**src/rtl/simon_entry_ctrl.sv**
```systemverilog
// Key-entry sequencer for the Simon pattern display: matches key events against
// an 8-step pattern, tracks failures, and times the error hold, lockout and idle abandon.
module simon_entry_ctrl #(
    parameter logic [23:0] PATTERN        = 24'h8F2E29,
    parameter int          MAX_FAIL       = 3,
    parameter int          HOLD_CYCLES    = 4,
    parameter int          LOCK_CYCLES    = 16,
    parameter int          TIMEOUT_CYCLES = 32,
    parameter int          TW             = 24
) (
    input  logic       clk,
    input  logic       rst_n,
    input  logic       key_valid,
    input  logic [2:0] key_code,
    input  logic       clear,
    output logic       correct,
    output logic       err,
    output logic       locked,
    output logic [3:0] progress,
    output logic [3:0] fail_cnt,
    output logic       show_pattern
);

    typedef enum logic [1:0] {
        ST_ENTRY     = 2'd0,
        ST_FAIL_HOLD = 2'd1,
        ST_SUCCESS   = 2'd2,
        ST_LOCKED    = 2'd3
    } state_t;

    localparam logic [TW-1:0] HOLD_LAST    = TW'(HOLD_CYCLES - 1);
    localparam logic [TW-1:0] LOCK_LAST    = TW'(LOCK_CYCLES - 1);
    localparam logic [TW-1:0] TIMEOUT_LAST = TW'(TIMEOUT_CYCLES - 1);
    localparam logic [3:0]    FAIL_LIMIT   = 4'(MAX_FAIL);

    state_t        state_q, state_d;
    logic [3:0]    progress_q, progress_d;
    logic [3:0]    fail_cnt_q, fail_cnt_d;
    logic [TW-1:0] timer_q, timer_d;
    logic          correct_q, err_q, locked_q, show_q;

    logic [2:0] step_tab [8];
    logic [2:0] exp_step;
    logic [3:0] fail_inc;

    genvar gi;
    generate
        for (gi = 0; gi < 8; gi++) begin : g_step
            assign step_tab[gi] = PATTERN[3*gi +: 3];
        end
    endgenerate

    // progress never exceeds 7 while in ENTRY, so the low three bits select the step
    assign exp_step = step_tab[progress_q[2:0]];
    assign fail_inc = (fail_cnt_q >= FAIL_LIMIT) ? fail_cnt_q : fail_cnt_q + 4'd1;

    always_comb begin
        state_d    = state_q;
        progress_d = progress_q;
        fail_cnt_d = fail_cnt_q;
        timer_d    = timer_q;
        case (state_q)
            ST_ENTRY: begin
                if (key_valid) begin
                    timer_d = '0;
                    if (key_code == exp_step) begin
                        progress_d = progress_q + 4'd1;
                        if (progress_q == 4'd7) begin
                            fail_cnt_d = '0;
                            state_d    = ST_SUCCESS;
                        end
                    end else begin
                        progress_d = '0;
                        fail_cnt_d = fail_inc;
                        state_d    = (fail_inc == FAIL_LIMIT) ? ST_LOCKED : ST_FAIL_HOLD;
                    end
                end else if (progress_q != 4'd0) begin
                    // a key in the firing cycle takes the branch above, discarding the timeout
                    if (timer_q == TIMEOUT_LAST) begin
                        progress_d = '0;
                        timer_d    = '0;
                    end else begin
                        timer_d = timer_q + 1'b1;
                    end
                end else begin
                    timer_d = '0;
                end
            end
            ST_FAIL_HOLD: begin
                if (timer_q == HOLD_LAST) begin
                    state_d    = ST_ENTRY;
                    progress_d = '0;
                    timer_d    = '0;
                end else begin
                    timer_d = timer_q + 1'b1;
                end
            end
            ST_LOCKED: begin
                if (timer_q == LOCK_LAST) begin
                    state_d    = ST_ENTRY;
                    fail_cnt_d = '0;
                    timer_d    = '0;
                end else begin
                    timer_d = timer_q + 1'b1;
                end
            end
            ST_SUCCESS: begin
                if (clear) begin
                    state_d    = ST_ENTRY;
                    progress_d = '0;
                    timer_d    = '0;
                end
            end
            default: begin
                state_d    = ST_ENTRY;
                progress_d = '0;
                timer_d    = '0;
            end
        endcase
    end

    // status flags are registered from the next state so they align with it
    always_ff @(posedge clk or negedge rst_n) begin
        if (!rst_n) begin
            state_q    <= ST_ENTRY;
            progress_q <= '0;
            fail_cnt_q <= '0;
            timer_q    <= '0;
            correct_q  <= 1'b0;
            err_q      <= 1'b0;
            locked_q   <= 1'b0;
            show_q     <= 1'b1;
        end else begin
            state_q    <= state_d;
            progress_q <= progress_d;
            fail_cnt_q <= fail_cnt_d;
            timer_q    <= timer_d;
            correct_q  <= (state_d == ST_SUCCESS);
            err_q      <= (state_d == ST_FAIL_HOLD);
            locked_q   <= (state_d == ST_LOCKED);
            show_q     <= (state_d == ST_ENTRY) && (progress_d == 4'd0);
        end
    end

    assign correct      = correct_q;
    assign err          = err_q;
    assign locked       = locked_q;
    assign progress     = progress_q;
    assign fail_cnt     = fail_cnt_q;
    assign show_pattern = show_q;

endmodule

```
**config.mk**
```make
export PLATFORM = sky130hd
export DESIGN_NAME = simon_entry_ctrl
export DESIGN_NICKNAME = d
export VERILOG_FILES = /design/src/rtl/simon_entry_ctrl.sv
export SDC_FILE = /design/constraint.sdc
export NUM_CORES = 1
export LEC_CHECK = 0
export ABC_AREA = 1
export ABC_CLOCK_PERIOD_IN_PS = 3330
export BUFFER_PORTS_ARGS = -buffer_cell sky130_fd_sc_hd__clkbuf_2
export CAP_MARGIN = 20
export CORE_ASPECT_RATIO = 0.7
export CORE_UTILIZATION = 45
export CTS_BUF_LIST = sky130_fd_sc_hd__clkbuf_8
export CTS_CLUSTER_DIAMETER = 60
export CTS_CLUSTER_SIZE = 10
export DETAILED_ROUTE_END_ITERATION = 7
export GPL_ROUTABILITY_DRIVEN = 0
export GPL_TIMING_DRIVEN = 1
export PLACE_DENSITY = 0.61
export SYNTH_ARGS = -nofsm -noshare
export SYNTH_HDL_FRONTEND = slang
export SYNTH_SLANG_ARGS = --single-unit
```
**constraint.sdc**
```tcl
create_clock -name clk -period 3.33 [get_ports clk]
set_clock_uncertainty 0.15 [all_clocks]
set_input_delay 0.1665 -clock clk [delete_from_list [all_inputs] [get_ports clk]]
set_output_delay 0.1665 -clock clk [all_outputs]
set_load 0.03 [all_outputs]
```
-- After elaboration in Yosys (flattened, before gate mapping)
Memory sizes are Yosys's and may differ from the RTL's.
Cells that the tools add are included.
- register bits: 38
- ROM bits: 24
- input port bits: 7
- output and inout port bits: 12
- word-level logic and storage cells: 68
- memories kept: 1
- memories (memory ; words ; width ; read ports ; clocked after memory_dff ; wr ports ; RTL line ; source):
    (no name shown) ; 8 ; 3 ; 1 ; 0 ; 0 ; 54 ; assign exp_step = step_tab[progress_q[2:0]];
- $add $sub $neg: 3
- order comparisons: 2
- eq/ne operators: 16
- muxes and demuxes: 30
- bitwise operators: 1
- reductions and logical operators: 7
- operators by type and width (cell ; count):
    2-to-1 mux 24 bit ; 6
    case mux 24 bit (4 select lines) ; 1
    2-to-1 mux 4 bit ; 11
    adder 24 x 1 -> 24 bit (second input constant) ; 1
    equality test 24 x 2 -> 1 bit (second input constant) ; 1
    equality test 24 x 4 -> 1 bit (second input constant) ; 1
    equality test 24 x 5 -> 1 bit (second input constant) ; 1
    2-to-1 mux 2 bit ; 7
    case mux 4 bit (3 select lines) ; 1
    adder 4 x 1 -> 4 bit (second input constant) ; 2
    equality test 2 bit (second input constant) ; 4
    case mux 2 bit (4 select lines) ; 1
    case mux 4 bit (2 select lines) ; 1
    2-to-1 mux 3 bit ; 2
    inequality test 2 bit (second input constant) ; 3
    equality test 2 x 1 -> 1 bit (second input constant) ; 2
    equality test 4 x 2 -> 1 bit (second input constant) ; 1
    equality test 4 x 3 -> 1 bit (second input constant) ; 1
    >= comparator 4 x 2 -> 1 bit (second input constant) ; 1
    >= comparator 4 bit (second input constant) ; 1
    zero test 2 bit ; 2
    zero test 4 bit ; 1
    inverter 3 -> 4 bit ; 1
    AND reduction 4 bit ; 1
    other kinds (5) ; 5

-- Longest topological paths before layout
- depth in word-level cells: 10
- mapped depth: 14
- mapped depth without buffers: 14

-- Worst setup path before layout
OpenSTA, ideal clock, no wires.
- kind: flip-flop to flip-flop
- start point: reg progress_q[0], in the netlist progress[0]
- end point: reg show_q, in the netlist show_pattern
- setup time: 0.067 ns
- arrival: 1.918 ns
- required time: 3.113 ns
- setup slack: 1.195 ns
- stages on the path, launching flop included: 14
- path buffers: 0
- period minus slack after synthesis: 2.135 ns
- cells stage by stage: dfrtp_1 -> inv_1 -> ha_1 -> inv_1 -> nand2_1 -> nand3_1 -> nand2_2 -> nor2_8 -> nand2_4 -> nand2_2 -> nand2_2 -> a21oi_4 -> nand2_1 -> nor2_1
- longest elaborated chain between the ends: 10
- elaborated cells between the ends (all ways): 22
- classes of those cells: add/sub (1); eq/ne (2); mux (13); bitwise (1); reduce/logical (4); memory (1)
- ends and longest elaborated chain (what ; RTL line ; source):
    from (decl) ; 37 ; logic [3:0] progress_q, progress_d;
    from (signal assigned) ; 135 ; progress_q <= progress_d;
    inverter 3 -> 4 bit (not written as such) ; 54 ;
    memory (8 x 3 bit) ; -- ;
    2-to-1 mux 3 bit (not written as such) (2 in series) ; 54 ;
    equality test 3 bit ; 66 ; if (key_code == exp_step) begin
    2-to-1 mux 4 bit or 2-to-1 mux 2 bit (tied branches) ; 66 ;
    2-to-1 mux 4 bit or 2-to-1 mux 2 bit (tied branches) ; 64 ; if (key_valid) begin
    case mux 4 bit (3 select lines) or case mux 2 bit (4 select lines) (tied branches) ; 62 ; case (state_q)
    zero test 4 bit or zero test 2 bit (tied branches) ; 141 ; show_q <= (state_d == ST_ENTRY) && (progress_d == 4'd0);
    logical AND 1 bit (*) ; 141 ;
    to (signal assigned) ; 141 ;
    to (decl) ; 40 ; logic correct_q, err_q, locked_q, show_q;
Every way passes the cells marked *; elsewhere a longest branch is shown, timed or not. The select of a mux whose other input is x is not followed.
A chain may end at the register's enable or synchronous reset.

-- Final worst setup path
Ends and elaborated chain as after synthesis.

==> out/metrics.cfg <==
[yosys]
yosysWarnings=0
syn_area_per_cell_um2=7.33
synth_top_area_frac=0.340
synth_enable_flop_cells=0
yosysSeqAreaShare=0.349
synth_cells=372
synth_async_sr_flop_share=1.00
ys_ff_latch=38
syn_nets=386
distinct_cell_type_count_of_the_synthesized_netlist=38
most_instantiated_flip_flop_cell_in_the_synthesis_netlist=sky130_fd_sc_hd__dfrtp_1
synth_largest_area_cell=sky130_fd_sc_hd__dfrtp_1
yosys-top-cells-area=sky130_fd_sc_hd__dfrtp_1 34%, sky130_fd_sc_hd__nand2_1 11%, sky130_fd_sc_hd__inv_1 6.9%
synth_most_common_cell=sky130_fd_sc_hd__nand2_1
synth_common_cells=83 x sky130_fd_sc_hd__nand2_1, 50 x sky130_fd_sc_hd__inv_1, 50 x sky130_fd_sc_hd__nor2_1
syn-cell-area_mm2=0.00273

[detailed_routing]
routed_vias=2314
drt-initial-drc-count=116
detail_route.first_pass.iterations=5
totalWireLength_mm=6.11
drt-wirelength-per-cell_um=12.9
drt-vias-per-instance=4.90
drcViolationCount=0
route.antenna.remaining_nets=0

[pwr]
power_frac_comb=0.197
sw_frac_of_total=0.319
power.leakage_nw=1.45
total_switching_power_w=0.000379
power.ir.vdd_worst_uv=252
seqPwrFrac=0.473
power_density_over_cell_area_mw_per_mm2=393
total_internal_power_w=0.000810
p_clk_frac=0.331

[critical_path]
setup.worst_path.end_class=register
reg2reg_to=show_pattern$_DFF_PN1_
rrSetupSlack_ps=1100
regToRegStartpoint=progress[0]$_DFF_PN0_
path_class=register to register
worst_ep_required_time_ps=3410
critPathLaunchType=register
cp_max_fo=9
worst-r2r-cell-count=13
critPathArrivalTime_ps=2310

[sta]
fin_tns_setup_ps=0
layout_setup_ws_ps=1100
timing.final.max_slew_violations=0
final.period_utilization=0.671
worst_slew_margin_rel=0.689
fmax_mhz=448
report.final.setup_viol=0
min_period_ps=2230
tightest_slew_ps=466
hold_viol=0
hold_slack_ps=129
rsz0062_at_grt=no

[place]
dpl.hpwl_mm=4.71
port_buffers=18
place.detailed.instances=462
post-place-ws_ps=1100

[finish]
drive_gt1_frac=0.229
antennaDiodeCount=0
post-route-util=0.523
fill_cell_total_of_the_finished_layout=576
stdcell_count=472
areaGrowthSynthToFinish_pct=11.0
nNetsFinal=410

[clock_tree]
post_cts.repair.setup_buffers=0
clkSinkCount=38
cts-htree-levels=2
cts_repair_resize_count=0
root_buffer=sky130_fd_sc_hd__clkbuf_8
cts.clk_slew.worst_paths_ps=80
clk_path_buf_depth=2
tritoncts=yes
cts_buffers=5
clock_latency_on_the_worst_skew_pair_ps=300

[die]
row_count=23
core_mm2=0.00578
i_o_pins=19
design.die.area_mm2=0.00638
initial_core_util=0.471
floorplan.die.width_um=95.0
die_h_um=67.1

[global_route]
grt_antenna_before_repair=0
grt_start_max_net_pins=39
first_global_vias=2168
grt_usage=0.221
global_route_wire_length_before_repair_mm=10.6
globalRoute.totalOverflow=0

[worst_hold_path]
min_from=key_valid
worstHoldPathType=input port to register
hold_path_end=timer_q[10]$_DFFE_PN0P_
hold_path_depth=4

[flow_run]
drv.max_cap_violation_count=0

[run_status]
outcome=completed

-- layer usage --
metal / wire [um] / vias to the layer above / GRT usage
met4: 71 / 0 / 0.0682
met3: 249 / 8 / 0.0422
li1: - / 1216 / -
met1: 3470 / 1054 / 0.342
met2: 2320 / 36 / 0.301
met5: 0 / - / 0
-- cell type report --
type / count / area, um^2 / area share
clock inverters: 3 / 40.0 / 0.0132
well taps: 75 / 93.8 / 0.0310
repair buffers: 21 / 128 / 0.0422
inverters: 57 / 218 / 0.0720
multi-input cells: 273 / 1520 / 0.504
flip-flops and latches: 38 / 952 / 0.315
clock buffers: 5 / 68.8 / 0.0228
-- worst max-delay path by stage --
stage	start	to	depth (start not counted)
floorplan	progress[0]$_DFF_PN0_	show_pattern$_DFF_PN1_	13
global placement	progress[0]$_DFF_PN0_	show_pattern$_DFF_PN1_	13
detailed placement	progress[0]$_DFF_PN0_	show_pattern$_DFF_PN1_	13
CTS	progress[0]$_DFF_PN0_	show_pattern$_DFF_PN1_	13
global route	progress[0]$_DFF_PN0_	fail_cnt[2]$_DFFE_PN0P_	13
finish	progress[0]$_DFF_PN0_	show_pattern$_DFF_PN1_	13
-- what timing repair did --
item | in CTS | in global routing
endpoints found under the hold margin | 37 | 0
setup endpoints to repair | 0 | 0
hold buffers | 1 | 0
-- worst max-delay path, cell delays in order (launching register included) --
cell and delay, ps:
sky130_fd_sc_hd__dfrtp_1 560, sky130_fd_sc_hd__inv_1 160, sky130_fd_sc_hd__ha_1 250, sky130_fd_sc_hd__inv_1 60, sky130_fd_sc_hd__nand2_1 50, sky130_fd_sc_hd__nand3_1 100
sky130_fd_sc_hd__nand2_2 90, sky130_fd_sc_hd__nor2_8 160, sky130_fd_sc_hd__nand2_4 80, sky130_fd_sc_hd__nand2_2 90, sky130_fd_sc_hd__nand2_2 70, sky130_fd_sc_hd__a21oi_4 180
sky130_fd_sc_hd__nand2_1 80, sky130_fd_sc_hd__nor2_1 90
-- registers in the layout, summed over array words and instances, names as in the netlist --
register / flops
locked: 1
show_pattern: 1
correct: 1
progress: 4
fail_cnt: 4
timer_q: 24
err: 1
state_q: 2
-- metrics by stage --
| step | area [um^2] | power [W] |
|---|---|---|
| 2_1_floorplan | 2730 | 0.000749 |
| 3_3_place_gp | 2890 | 0.000797 |
| 3_5_place_dp | 2890 | 0.000800 |
| 4_1_cts | 3000 | 0.00120 |
| 5_1_grt | 3020 | 0.00126 |
| 6_report | 3020 | 0.00119 |
-- power by group through the flow --
stage                     clock network, W  registers, W  logic [W]
final                             0.000393      0.000562   0.000234
after CTS                         0.000404      0.000561   0.000233
after detailed placement                 0      0.000570   0.000230
after global routing              0.000424      0.000570   0.000266
after floorplan                          0      0.000558   0.000192
after global placement                   0      0.000570   0.000227
-- logic make-up (layout without fill, tap and decap cells) --
logic type,Yosys count,after routing,synth area share
and+or+nand+nor,227,227,0.424
buffers and inverters,61,86,0.0914
DFF,38,38,0.349
AOI/OAI and AO/OA,26,26,0.0583
xor gates and xnor gates,13,13,0.0445
adders and majority gates,7,7,0.0321
-- cells in the final DEF (no fill, tap or decap), types with 11 or more instances in the layout --
| cell | n |
|---|---|
| sky130_fd_sc_hd__nand4_1 | 12 |
| sky130_fd_sc_hd__nor2_2 | 16 |
| sky130_fd_sc_hd__nor2_1 | 50 |
| sky130_fd_sc_hd__clkbuf_2 | 18 |
| sky130_fd_sc_hd__nand3_1 | 23 |
| sky130_fd_sc_hd__inv_1 | 50 |
| sky130_fd_sc_hd__nand2_1 | 83 |
| sky130_fd_sc_hd__dfrtp_1 | 37 |
| sky130_fd_sc_hd__nand2_2 | 15 |
| sky130_fd_sc_hd__xor2_1 | 11 |
Power figures use the tool's default switching activity.
